==> src/rtl/cfa_pkg.sv <==
// Shared definitions for the CFA frame-scan path: default geometry,
// Bayer phase encodings and the scan sequencer state encoding.
package cfa_pkg;

  localparam int unsigned CFA_WIDTH  = 256;
  localparam int unsigned CFA_HEIGHT = 512;
  localparam int unsigned CFA_ADDR_W = 17;

  typedef enum logic [1:0] {
    CFA_R  = 2'b00,
    CFA_GR = 2'b01,
    CFA_GB = 2'b10,
    CFA_B  = 2'b11
  } cfa_phase_e;

  typedef enum logic [1:0] {
    S_IDLE  = 2'b00,
    S_RUN   = 2'b01,
    S_DRAIN = 2'b10,
    S_DONE  = 2'b11
  } scan_state_e;

endpackage

==> src/rtl/cfa_rc_counter.sv <==
// Raster row/column counter: column wraps into row, and it parks on the last
// pixel instead of wrapping to the start of the frame.
module cfa_rc_counter #(
  parameter int unsigned WIDTH  = 256,
  parameter int unsigned HEIGHT = 512,
  parameter int unsigned COL_W  = 8,
  parameter int unsigned ROW_W  = 9
) (
  input  logic             clk,
  input  logic             rst,
  input  logic             en,
  input  logic             clr,
  output logic [ROW_W-1:0] row,
  output logic [COL_W-1:0] col,
  output logic             last
);

  logic col_end;

  assign col_end = (col == COL_W'(WIDTH - 1));
  assign last    = col_end && (row == ROW_W'(HEIGHT - 1));

  always_ff @(posedge clk or negedge rst) begin
    if (!rst) begin
      row <= '0;
      col <= '0;
    end else if (clr) begin
      row <= '0;
      col <= '0;
    end else if (en && !last) begin
      if (col_end) begin
        col <= '0;
        row <= row + ROW_W'(1);
      end else begin
        col <= col + COL_W'(1);
      end
    end
  end

endmodule

==> src/rtl/cfa_scan_ctrl.sv <==
// Frame-scan sequencer: walks pixel memory in raster order under a
// start/busy/done handshake and emits sideband tags aligned to RAM read data.
module cfa_scan_ctrl
  import cfa_pkg::*;
#(
  parameter int unsigned WIDTH  = CFA_WIDTH,
  parameter int unsigned HEIGHT = CFA_HEIGHT,
  parameter int unsigned ADDR_W = CFA_ADDR_W,
  parameter int unsigned COL_W  = $clog2(WIDTH),
  parameter int unsigned ROW_W  = $clog2(HEIGHT),
  parameter logic [1:0]  BAYER  = CFA_R
) (
  input  logic              clk,
  input  logic              rst,
  input  logic              start,
  input  logic              abort,
  input  logic              hold,
  output logic              mem_en,
  output logic [ADDR_W-1:0] mem_addr,
  output logic              tag_valid,
  output logic [ROW_W-1:0]  tag_row,
  output logic [COL_W-1:0]  tag_col,
  output logic [1:0]        tag_phase,
  output logic              tag_sof,
  output logic              tag_eof,
  output logic              tag_sol,
  output logic              tag_eol,
  output logic              busy,
  output logic              done
);

  scan_state_e      state;
  logic [ROW_W-1:0] row;
  logic [COL_W-1:0] col;
  logic             last;
  logic             issue;
  logic             cnt_clr;

  assign issue    = (state == S_RUN) && !hold;
  assign cnt_clr  = abort || (state != S_RUN);
  assign mem_en   = issue;
  assign mem_addr = ADDR_W'({row, col});
  assign busy     = (state != S_IDLE);
  // An abort landing in DONE retracts the pulse so an aborted frame never reports done.
  assign done     = (state == S_DONE) && !abort;

  cfa_rc_counter #(
    .WIDTH (WIDTH),
    .HEIGHT(HEIGHT),
    .COL_W (COL_W),
    .ROW_W (ROW_W)
  ) u_rc (
    .clk (clk),
    .rst (rst),
    .en  (issue),
    .clr (cnt_clr),
    .row (row),
    .col (col),
    .last(last)
  );

  always_ff @(posedge clk or negedge rst) begin
    if (!rst) begin
      state <= S_IDLE;
    end else if (abort) begin
      state <= S_IDLE;
    end else begin
      case (state)
        S_IDLE:  if (start) state <= S_RUN;
        S_RUN:   if (issue && last) state <= S_DRAIN;
        S_DRAIN: state <= S_DONE;
        S_DONE:  state <= S_IDLE;
        default: state <= S_IDLE;
      endcase
    end
  end

  // Tags capture the issuing address so they line up with 1-cycle RAM latency.
  always_ff @(posedge clk or negedge rst) begin
    if (!rst) begin
      tag_valid <= 1'b0;
      tag_row   <= '0;
      tag_col   <= '0;
      tag_phase <= '0;
      tag_sof   <= 1'b0;
      tag_eof   <= 1'b0;
      tag_sol   <= 1'b0;
      tag_eol   <= 1'b0;
    end else begin
      tag_valid <= issue && !abort;
      if (issue && !abort) begin
        tag_row   <= row;
        tag_col   <= col;
        tag_phase <= {row[0], col[0]} ^ BAYER;
        tag_sof   <= (row == '0) && (col == '0);
        tag_eof   <= last;
        tag_sol   <= (col == '0);
        tag_eol   <= (col == COL_W'(WIDTH - 1));
      end
    end
  end

endmodule

==> config.mk <==
export PLATFORM = sky130hd
export DESIGN_NAME = cfa_scan_ctrl
export DESIGN_NICKNAME = d
export VERILOG_FILES = /design/src/rtl/cfa_pkg.sv /design/src/rtl/cfa_rc_counter.sv /design/src/rtl/cfa_scan_ctrl.sv
export SDC_FILE = /design/constraint.sdc
export NUM_CORES = 1
export LEC_CHECK = 0
export ABC_CLOCK_PERIOD_IN_PS = 2150
export CORE_MARGIN = 2
export CORE_UTILIZATION = 49
export CTS_CLUSTER_SIZE = 8
export DETAILED_ROUTE_END_ITERATION = 8
export PLACE_DENSITY = 0.87
export SLEW_MARGIN = 20
export SYNTH_ARGS = -nofsm -noshare
export SYNTH_HDL_FRONTEND = slang
export SYNTH_SLANG_ARGS = --single-unit
==> constraint.sdc <==
create_clock -name clk -period 2.15 [get_ports clk]
set_input_delay 0.215 -clock clk [delete_from_list [all_inputs] [get_ports clk]]
set_output_delay 0.215 -clock clk [all_outputs]
set_load 0.02 [all_outputs]
-- Word level (Yosys, flattened, before mapping)
Cells that the tools add are included.
- flip-flop bits (word level): 43
- input port bits: 5
- output and inout bits: 44
- word-level logic and storage cells: 50
- add/subtract/negate cells: 2
- equal/unequal tests: 8
- muxes and demuxes: 10
- reductions and logical operators: 19
- operators with widths (cell ; count):
    $mux 9 ; 3
    $mux 8 ; 3
    $add 9x1->9 const B ; 1
    $eq 9x9->1 const B ; 1
    $logic_not 9->1 ; 1
    $add 8x1->8 const B ; 1
    $eq 8x8->1 const B ; 1
    $logic_not 8->1 ; 1
    $pmux 2 s4 ; 1
    $logic_and 1x1->1 ; 7
    $mux 2 ; 3
    $reduce_bool 2->1 ; 3
    $eq 2x2->1 const B ; 2
    $reduce_and 2->1 ; 2
    $logic_not 1->1 ; 3
    $ne 3x2->1 const B ; 1
    $ne 3x3->1 const B ; 1
    $eq 2x1->1 const B ; 1
    $logic_not 2->1 ; 1
    $ne 2x1->1 const B ; 1
    $logic_or 1x1->1 ; 1

-- Longest topological paths before layout
Gate-level depths: netlist of the first run.
- depth in word-level cells: 6
- gate-level depth with buffers: 8
- mapped depth without buffers: 8

-- By module
A second synthesis of the first run with hierarchy kept.
- cells, all modules: 233
- area, all modules: 2219.6 um^2
- by module, submodules not included (module ; times used ; cells each ; area an instance (um^2) ; seq. area each (um^2)):
    cfa_rc_counter ; 1 ; 118 ; 1149.9 ; 425.4
    cfa_scan_ctrl ; 1 ; 115 ; 1069.8 ; 600.6

-- Worst setup path before layout of the first run
OpenSTA, ideal clock, no wires.
- path kind: register to register
- start: reg u_rc.row[2]
- end: reg u_rc.row[4]
- library setup time: 132 ps
- arrival: 1969 ps
- required time: 2018 ps
- path slack: 49 ps
- cell stages (with the launch flop): 9
- path buffers: 0
- period minus slack after synthesis: 2101 ps
- path through: dfrtp_1 > and3_1 > nand3_1 > nor2_1 > ha_1 > or4bb_1 > nor4_1 > xnor2_1 > nor2_1
- word-level cells in the longest chain between the ends: 6
- elaborated cells on any way between the ends: 10
- classes of those cells: add/sub: 1; eq/ne: 1; mux: 3; reduce/logical: 5
- ends and longest elaborated chain (what ; RTL line ; text):
    start: declaration ; cfa_rc_counter.sv:13 ; output logic [ROW_W-1:0] row,
    start signal: assignment ; cfa_rc_counter.sv:33 ; row <= row + ROW_W'(1);
    parallel branches: the longest is 6 deep, another holds $add 9x1->9 ; - ;
Several ways; the timed one is not identified. The select of a mux whose other input is x is not followed.
A chain may end at the register's enable or synchronous reset.

-- Worst setup path after layout of the first run
Same ends and word-level chain as after synthesis.

==> flow_summary.ini, run 1 <==
[drt]
drt_wl_total_mm = 5.02
top_layer = met4
drt-wirelength-per-cell_um = 15.0
wl_met2_mm = 2.38
dr.first_iter.drc_count = 169
drt_pass1_iterations = 5
ant_nets = 0
dr_wl_met3_um = 336
via_per_inst = 5.55
wl_met1_mm = 2.19
routed-via-count = 1866
drc = 0

[yosys]
ys_ff_latch = 41
synth_edf_count = 0
netlist.area_leader.share_pct = 50.8
synth_ff_type = dfrtp_1
syn_area_um2 = 2020
synthTopCellsByArea = dfrtp_1 51%, nand2_1 9.3%, ha_1 5.6%, o21ai_0 3.7%, a21oi_1 2.2%
synth_top_area_cell = dfrtp_1
yosysMostFrequentCell = nand2_1
synth_area_per_cell_um2 = 9.44
ys_warn_count = 0
synthTopCellsByCount = 50 x nand2_1, 41 x dfrtp_1, 15 x o21ai_0
synthDistinctLibCells = 38
ys_async_sr_fraction_pct = 100
synth-seq-area-share_pct = 50.8
syn_inst = 214
syn_nets = 228

[floorplan]
die_x_um = 68.2
ios = 49
start_util_pct = 50.9
core-area_um2 = 3970
rows = 23
die_h_um = 68.2
fp.dieArea_um2 = 4650

[global_routing]
grt_pass1_vias = 1710
antenna_found_initial = 0
overflow = 0
grt_first_pass_wirelength_mm = 8.09
grt_max_degree = 42
grt_util_all_layers_pct = 23.7

[timing]
skew_ns = 0.00345
fin_crit_ns = 2.07
slew_viol_final = 0
finalCritPeriodShare_pct = 96.2
tightest_slew_ns = 0.884
worst_slack_ns = 0.0816
hold_viol_final = 0
max_slew_margin_pct = 41.1
setup_viol_count_final = 0
rsz0062_at_grt = yes
fmax_mhz = 483

[cells_and_area]
final_layout_size_suffix_gt1_share_pct = 15.0
fillers = 300
area_growth_pct = 39.7
num_antenna_cells = 0
layout.nets = 299

[worst_setup_path]
start_kind = flip-flop
end_kind = flip-flop
critPathRequiredTime_ns = 2.34
arrival_ns = 2.26
cp_max_fo = 3
reg2reg_setup_slack_ns = 0.08
critical_path_class = reg -> reg

[place]
portBuffers = 48
dpl.hpwl_mm = 3.54
preCtsSetupSlack_ns = 0.0500
routabilityCongestion = 0.854

[power]
finalPower_mw = 1.97
p_switching_mw = 0.657
pwr-share-comb_pct = 29.7
sw_frac_of_total_pct = 33.4
ir_drop_mv = 0.438
p_seq_share_pct = 44.4
p_int_mw = 1.31
cellPowerDensity_nw_per_um2 = 697
clkPwrFrac_pct = 25.9
leakagePower_nw = 1.34

[cts]
cts.htree.levels = 2
insertion_delay_ns = 0.30
clockBufferDepth = 2
path_clk_slew_ns = 0.08
clock_sinks = 41
clockRootBuffer = clkbuf_8
holdBufCountCts = 0
cts_buffers = 5
tritoncts = yes

[run_status]
status = finished clean

[flow_run]
max-cap-violations = 0

[min_path]
min_path_type = in -> async
sequential cells by signal (all words and copies together), names as in the netlist:
name and cells:
u_rc.col 8, u_rc.row 9, tag_sof 1, tag_eol 1
tag_valid 1, tag_sol 1, tag_eof 1, state 2
tag_col 8, tag_row 9
metrics by stage:
step           cell area, µm²  util, %  setup TNS (ns)  std cells  hold slack (ns)
2_1_floorplan            2020        -               0        214          -0.0806
3_3_place_gp             2690     67.6               0        326            0.376
3_5_place_dp             2690     67.6               0        326            0.385
4_1_cts                  2770     69.8               0        334           0.0607
5_1_grt                  2820     71.0         -0.0620        336            0.105
6_report                 2820     71.0               0        336           0.0273
worst paths after layout:
kind / endpoint / cells after the start / start
setup reg to reg: u_rc.row[4] / 8 / u_rc.row[2]
max in group asynchronous: u_rc.col[3] / 1 / rst
setup / recovery: u_rc.row[4] / 8 / u_rc.row[2]
hold reg to reg: tag_row[5] / 2 / tag_row[5]
min in group clk: tag_row[5] / 2 / tag_row[5]
hold / removal: tag_col[6] / 1 / rst
critical path, stage by stage (launching register included):
cell and delay, ns:
dfrtp_1 0.40, and3_4 0.19, nand3_2 0.09, nor2_1 0.05
ha_2 0.19, or4bb_1 0.52, nor4_4 0.30, xnor2_1 0.15
nor2_1 0.06
area by class of cell:
| type | instances | area (µm²) | area share (%) |
|---|---|---|---|
| inverter | 10 | 37.5 | 1.33 |
| clock inverter | 3 | 17.5 | 0.621 |
| clock buffer | 5 | 68.8 | 2.44 |
| multi-input combinational | 153 | 935 | 33.1 |
| timing repair buffer | 74 | 673 | 23.9 |
| tap | 50 | 62.6 | 2.22 |
| sequential | 41 | 1030 | 36.4 |
power groups by stage:
| stage | logic (mW) | registers, mW | clock network, mW |
|---|---|---|---|
| 2_1_floorplan | 0.262 | 0.932 | 0 |
| 4_1_cts | 0.588 | 0.873 | 0.511 |
| 5_1_grt | 0.642 | 0.880 | 0.551 |
| 3_3_place_gp | 0.571 | 0.883 | 0 |
| 6_report | 0.584 | 0.872 | 0.509 |
| 3_5_place_dp | 0.586 | 0.888 | 0 |
kinds of logic (layout without fill, tap and decap cells):
kind of cell,count (synthesis),count (layout),synth area share (%)
buffers and inverters,20,92,4.40
muxes,3,3,1.49
adders and majority gates,9,9,5.58
AOI/OAI and AO/OA,38,38,10.9
and+or+nand+nor,99,99,25.1
xor gates and xnor gates,4,4,1.74
DFF,41,41,50.8
routing by layer:
layer | GRT usage (%) | vias up
li1 | - | 875
met2 | 35.4 | 83
met3 | 4.93 | 12
met5 | 0 | -
met1 | 32.6 | 896
met4 | 11.5 | 0
placed cells by master, fill, tap and decap left out, types with 4 or more instances in the layout:
cell             count
a21oi_1              9
o31ai_1              4
clkdlybuf4s50_1     46
inv_1               10
buf_4               26
or3_1                5
nor2_1               9
nand4_1              4
dfrtp_1             41
nand3_1              7
clkbuf_8             5
o21ai_0             15
or4_1                4
nand2_1             50
ha_1                 7
what timing repair did:
action | 4_1_cts | 5_1_grt
gates resized for setup | 0 | 7
setup buffers | 0 | 2
setup endpoints to repair | 0 | 6
(Power assumes the default switching activity.)
==> inputs of run 2 (changes only) <==
--- a/config.mk
+++ b/config.mk
@@ -6,11 +6,13 @@
 export NUM_CORES = 1
 export LEC_CHECK = 0
 export ABC_CLOCK_PERIOD_IN_PS = 2150
+export CAP_MARGIN = 10
 export CORE_MARGIN = 2
-export CORE_UTILIZATION = 49
+export CORE_UTILIZATION = 51
+export CTS_BUF_LIST = sky130_fd_sc_hd__clkbuf_2
 export CTS_CLUSTER_SIZE = 8
 export DETAILED_ROUTE_END_ITERATION = 8
-export PLACE_DENSITY = 0.87
+export PLACE_DENSITY = 0.9
 export SLEW_MARGIN = 20
 export SYNTH_ARGS = -nofsm -noshare
 export SYNTH_HDL_FRONTEND = slang
==> run 2 against run 1 <==
Against the previous run:
- combinational power down 4.6%
- maximum frequency down 0.63%
- largest power group unchanged
- design area down 3.2%
- largest cell class unchanged
- wire length down 4.2%
- sequential share of layout area up 1.2 points
- setup slack worse by 0.013 ns
==> flow_summary.ini, run 2 (synthesis results as in run 1) <==
[run_status]
status = finished clean

[floorplan]
start_util_pct = 53.9
fp.dieArea_um2 = 4480
ios = 49
die_h_um = 66.9
rows = 22
die_x_um = 66.9
core-area_um2 = 3740

[cells_and_area]
finalNonFillerCells = 330
layout_common_cells = 50 x nand2_1, 46 x clkdlybuf4s50_1, 41 x dfrtp_1
num_antenna_cells = 0
mostFrequentLayoutCell = nand2_1
final_layout_size_suffix_gt1_share_pct = 13.5
area_growth_pct = 35.1
reg_top3 = tag_row: 9 flops, u_rc.row: 9 flops
layout.nets = 295
final_area_um2 = 2730

[flow_run]
max-cap-violations = 0

[global_routing]
overflow = 0
grt_max_degree = 42
grt_util_all_layers_pct = 23.6
grt_first_pass_wirelength_mm = 7.83
grt_pass1_vias = 1708
antenna_found_initial = 0

[drt]
drc = 0
dr.first_iter.drc_count = 156
drt_wl_total_mm = 4.81
via_per_inst = 5.50
ant_nets = 0
drt_pass1_iterations = 4
routed-via-count = 1816
drt-wirelength-per-cell_um = 14.6

[cts]
clockRootBuffer = clkbuf_2
clockBufferDepth = 2
cts_buffers = 5
insertion_delay_ns = 0.41
path_clk_slew_ns = 0.20
clock_sinks = 41
cts.htree.levels = 2
tritoncts = yes

[timing]
fmax_mhz = 480
finalCritPeriodShare_pct = 96.8
max_slew_margin_pct = 41.3
setup_viol_count_final = 0
rsz0062_at_grt = yes
slew_viol_final = 0
worst_slack_ns = 0.0684
hold_viol_final = 0
skew_ns = 0.0117
tightest_slew_ns = 0.880
fin_crit_ns = 2.08
whs_ns = 0.431

[worst_setup_path]
reg2reg_setup_slack_ns = 0.07
critical_path_class = reg -> reg
crit_path_max_incr_delay_ns = 0.49
critPathLaunch = u_rc.row[2]
arrival_ns = 2.39
cp_max_fo = 4
critPathRequiredTime_ns = 2.46
timing.rr.start = u_rc.row[2]
ff2ff_path_depth = 8
end_kind = flip-flop
cp_cell_sequence = and3_1, nand3_2, nor2_2, ha_2, or4bb_1, nor4_2, xnor2_1, nor2_1
start_kind = flip-flop
critPathSlowestCell = or4bb_1
r2r_end = u_rc.row[4]

[min_path]
min_path_type = in -> async

[place]
preCtsSetupSlack_ns = 0.116
routabilityCongestion = 0.855
dp_cells = 318
dpl.hpwl_mm = 3.45
placed_cell_area_um2 = 2640
portBuffers = 48

[power]
leakagePower_nw = 1.28
ir_drop_mv = 0.591
cellPowerDensity_nw_per_um2 = 644
[run 2: area by class of cell]
class | count | area, µm²
Clock buffer | 6 | 30.0
Clock inverter | 2 | 10.0
Fill cell | 304 | 1010
Inverter | 10 | 37.5
Multi-Input combinational cell | 153 | 923
Sequential cell | 41 | 1030
Tap cell | 48 | 60.1
Timing Repair Buffer | 70 | 642
[run 2: power breakdown]
part | internal [mW] | switching (mW) | total (mW)
Clock | 0.0817 | 0.245 | 0.326
Sequential | 0.829 | 0.0435 | 0.873
Combinational | 0.236 | 0.321 | 0.557
Total | 1.15 | 0.609 | 1.76
[run 2: worst max-delay path by stage]
stage,slack [ns],endpoint,cells after the start
detailed placement,0.12,u_rc.row[4],8
global route,-0.06,u_rc.row[4],8
global placement,0.13,u_rc.row[4],8
floorplan,0.05,u_rc.row[4],8
finish,0.07,u_rc.row[4],8
CTS,0.08,u_rc.row[4],8
[run 2: per-layer routing]
metal / GRT usage [%] / vias up / part of all wire (%)
met3: 6.08 / 11 / 7.5
met4: 7.14 / 0 / 2.0
met2: 38.0 / 81 / 48
met5: 0 / - / 0
li1: - / 869 / -
met1: 31.2 / 855 / 42
[run 2: per-stage QoR]
step                TNS (ns)  util, %  power [mW]
global route         -0.0560     72.9        1.86
detailed placement         0     70.5        1.45
finish                     0     72.9        1.76
floorplan                  0        -        1.19
global placement           0     70.5        1.43
CTS                        0     71.8        1.77
[run 2: critical path, delay by kind of cell (launching register included)]
kind	cells	cell delay, ns
AND/OR/NAND/NOR	6	1.22
adder cells (fa/ha/maj)	1	0.19
XOR/XNOR	1	0.15
flip-flops	1	0.43
[run 2: repair_timing]
action | in CTS | in global routing
hold buffers | 1 | 0
endpoints found under the hold margin | 41 | 0
buffers inserted | 0 | 3
endpoints found under the setup margin | 1 | 6
pin swaps | 0 | 8
resized for setup | 1 | 5
==> inputs of run 3 (changes only) <==
--- a/config.mk
+++ b/config.mk
@@ -5,14 +5,14 @@
 export SDC_FILE = /design/constraint.sdc
 export NUM_CORES = 1
 export LEC_CHECK = 0
-export ABC_CLOCK_PERIOD_IN_PS = 2150
+export ABC_CLOCK_PERIOD_IN_PS = 2600
 export CAP_MARGIN = 10
 export CORE_MARGIN = 2
-export CORE_UTILIZATION = 51
+export CORE_UTILIZATION = 55
 export CTS_BUF_LIST = sky130_fd_sc_hd__clkbuf_2
 export CTS_CLUSTER_SIZE = 8
 export DETAILED_ROUTE_END_ITERATION = 8
-export PLACE_DENSITY = 0.9
+export PLACE_DENSITY_LB_ADDON = 0.2
 export SLEW_MARGIN = 20
 export SYNTH_ARGS = -nofsm -noshare
 export SYNTH_HDL_FRONTEND = slang
==> constraint.sdc (replaced) <==
create_clock -name clk -period 2.6 [get_ports clk]
set_input_delay 0.26 -clock clk [delete_from_list [all_inputs] [get_ports clk]]
set_output_delay 0.26 -clock clk [all_outputs]
set_load 0.02 [all_outputs]
==> run 3 against run 2 <==
Against the previous run:
- non-clock buffer count shrank 17
- critical endpoint is now mem_en
- hold slack gained 0.055 ns
- largest power group unchanged
- utilization shrank 0.69 points
- final cell count shrank 5.5%
- power shrank 13%
==> flow_summary.ini, run 3 (synthesis results as in run 1) <==
[floorplan]
fp.dieArea_um2 = 4170
core-area_um2 = 3610
die_x_um = 64.6
start_util_pct = 56.0
ios = 49
die_h_um = 64.6
rows = 22

[cts]
tritoncts = yes
insertion_delay_ns = 0.40
cts.htree.levels = 2
cts_buffers = 5
clockRootBuffer = clkbuf_2
clockBufferDepth = 2
cts_setup_buffers = 0
clock_sinks = 41
path_clk_slew_ns = 0.20

[worst_setup_path]
critPathRequiredTime_ns = 2.34
cp_max_fo = 5
ff2ff_path_depth = 8
timing.rr.start = u_rc.row[2]
critical_path_class = reg -> out
critPathLaunch = state[1]
critical_path.top_delay_family = buffers and inverters
crit_path_max_incr_delay_ns = 0.64
cp.depth = 4
critPathBufInv = 2
cp_cell_sequence = inv_1, ha_1, and2b_1, clkdlybuf4s50_1
crit_end = mem_en
reg2reg_setup_slack_ns = 0.34
r2r_end = state[1]
arrival_ns = 2.08
end_kind = output port
critPathSlowestCell = clkdlybuf4s50_1
start_kind = flip-flop

[timing]
slew_viol_final = 0
max_slew_margin_pct = 41.6
rsz0062_at_grt = no
hold_viol_final = 0
fin_crit_ns = 2.34
fmax_mhz = 428
finalCritPeriodShare_pct = 89.8
setup_viol_count_final = 0
setup_tns_ns = 0
skew_ns = 0.0251
tightest_slew_ns = 0.876

[global_routing]
antenna_found_initial = 0
grt_first_pass_wirelength_mm = 7.67
grt_max_degree = 42
grt_pass1_vias = 1657
overflow = 0
grt_util_all_layers_pct = 24.3

[power]
clkPwrFrac_pct = 23.2
ir_drop_mv = 0.530
p_seq_share_pct = 47.6
pwr-share-comb_pct = 29.2
finalPower_mw = 1.52
p_switching_mw = 0.495
leakagePower_nw = 1.20
cellPowerDensity_nw_per_um2 = 584
p_int_mw = 1.03
sw_frac_of_total_pct = 32.6

[drt]
drt_wl_total_mm = 4.43
dr.first_iter.drc_count = 113
via_per_inst = 5.53
drt-wirelength-per-cell_um = 14.2
drc = 0
routed-via-count = 1724
drt_pass1_iterations = 4
ant_nets = 0
wl_met2_mm = 2.14
dr_wl_met3_um = 227
wl_met1_mm = 2.00
top_layer = met4

[place]
dpl.hpwl_mm = 3.18
routabilityCongestion = 0.855
portBuffers = 48

[cells_and_area]
reg_top3 = tag_row: 9 flops, u_rc.row: 9 flops
layout_common_cells = 50 x nand2_1, 47 x clkdlybuf4s50_1, 41 x dfrtp_1
num_antenna_cells = 0
mostFrequentLayoutCell = nand2_1
final_layout_size_suffix_gt1_share_pct = 5.68
area_growth_pct = 28.9
layout.nets = 278

[flow_run]
max-cap-violations = 0

[run_status]
status = finished clean

[min_path]
min_path_type = in -> async
-- run 3: per-stage QoR --
stage	instances	instance area (µm²)	utilization (%)	worst slack (ns)	hold slack, ns
final	312	2600	72.2	0.264	0.486
after global routing	312	2600	72.2	0.144	0.547
after CTS	312	2600	72.2	0.274	0.496
after detailed placement	304	2530	70.3	0.431	0.425
after global placement	304	2530	70.3	0.459	0.427
after floorplan	214	2020	-	0.499	-0.0356
-- run 3: power groups by stage --
stage / logic (mW) / registers (mW) / clock network [mW]
floorplan: 0.216 / 0.771 / 0
global placement: 0.437 / 0.735 / 0
detailed placement: 0.442 / 0.736 / 0
CTS: 0.446 / 0.724 / 0.360
global route: 0.486 / 0.730 / 0.393
finish: 0.444 / 0.725 / 0.353
-- run 3: final cells by class --
| class | count | area, µm² |
|---|---|---|
| clock inverters | 2 | 35.0 |
| inverters | 10 | 37.5 |
| multi-input cells | 153 | 905 |
| repair buffers | 53 | 515 |
| fillers | 285 | 1000 |
| flip-flops and latches | 41 | 1030 |
| clock buffers | 5 | 25.0 |
| well taps | 48 | 60.1 |
-- run 3: worst min-delay path by stage --
stage,from,end,slack [ns]
after floorplan,rst,state[0],-0.04
after global placement,rst,tag_row[7],0.43
after detailed placement,rst,tag_row[6],0.43
after CTS,rst,u_rc.row[3],0.50
after global routing,rst,u_rc.row[7],0.55
final,rst,u_rc.row[3],0.49
-- run 3: metal layers --
layer	GRT usage [%]	vias up
met4	8.51	0
met1	31.9	829
met5	0	-
li1	-	836
met2	39.1	51
met3	6.60	8
-- run 3: timing repair --
action,CTS,global route
endpoints found under the setup margin,0,0
hold buffers,1,0
resized for setup,0,0
endpoints found under the hold margin,41,0
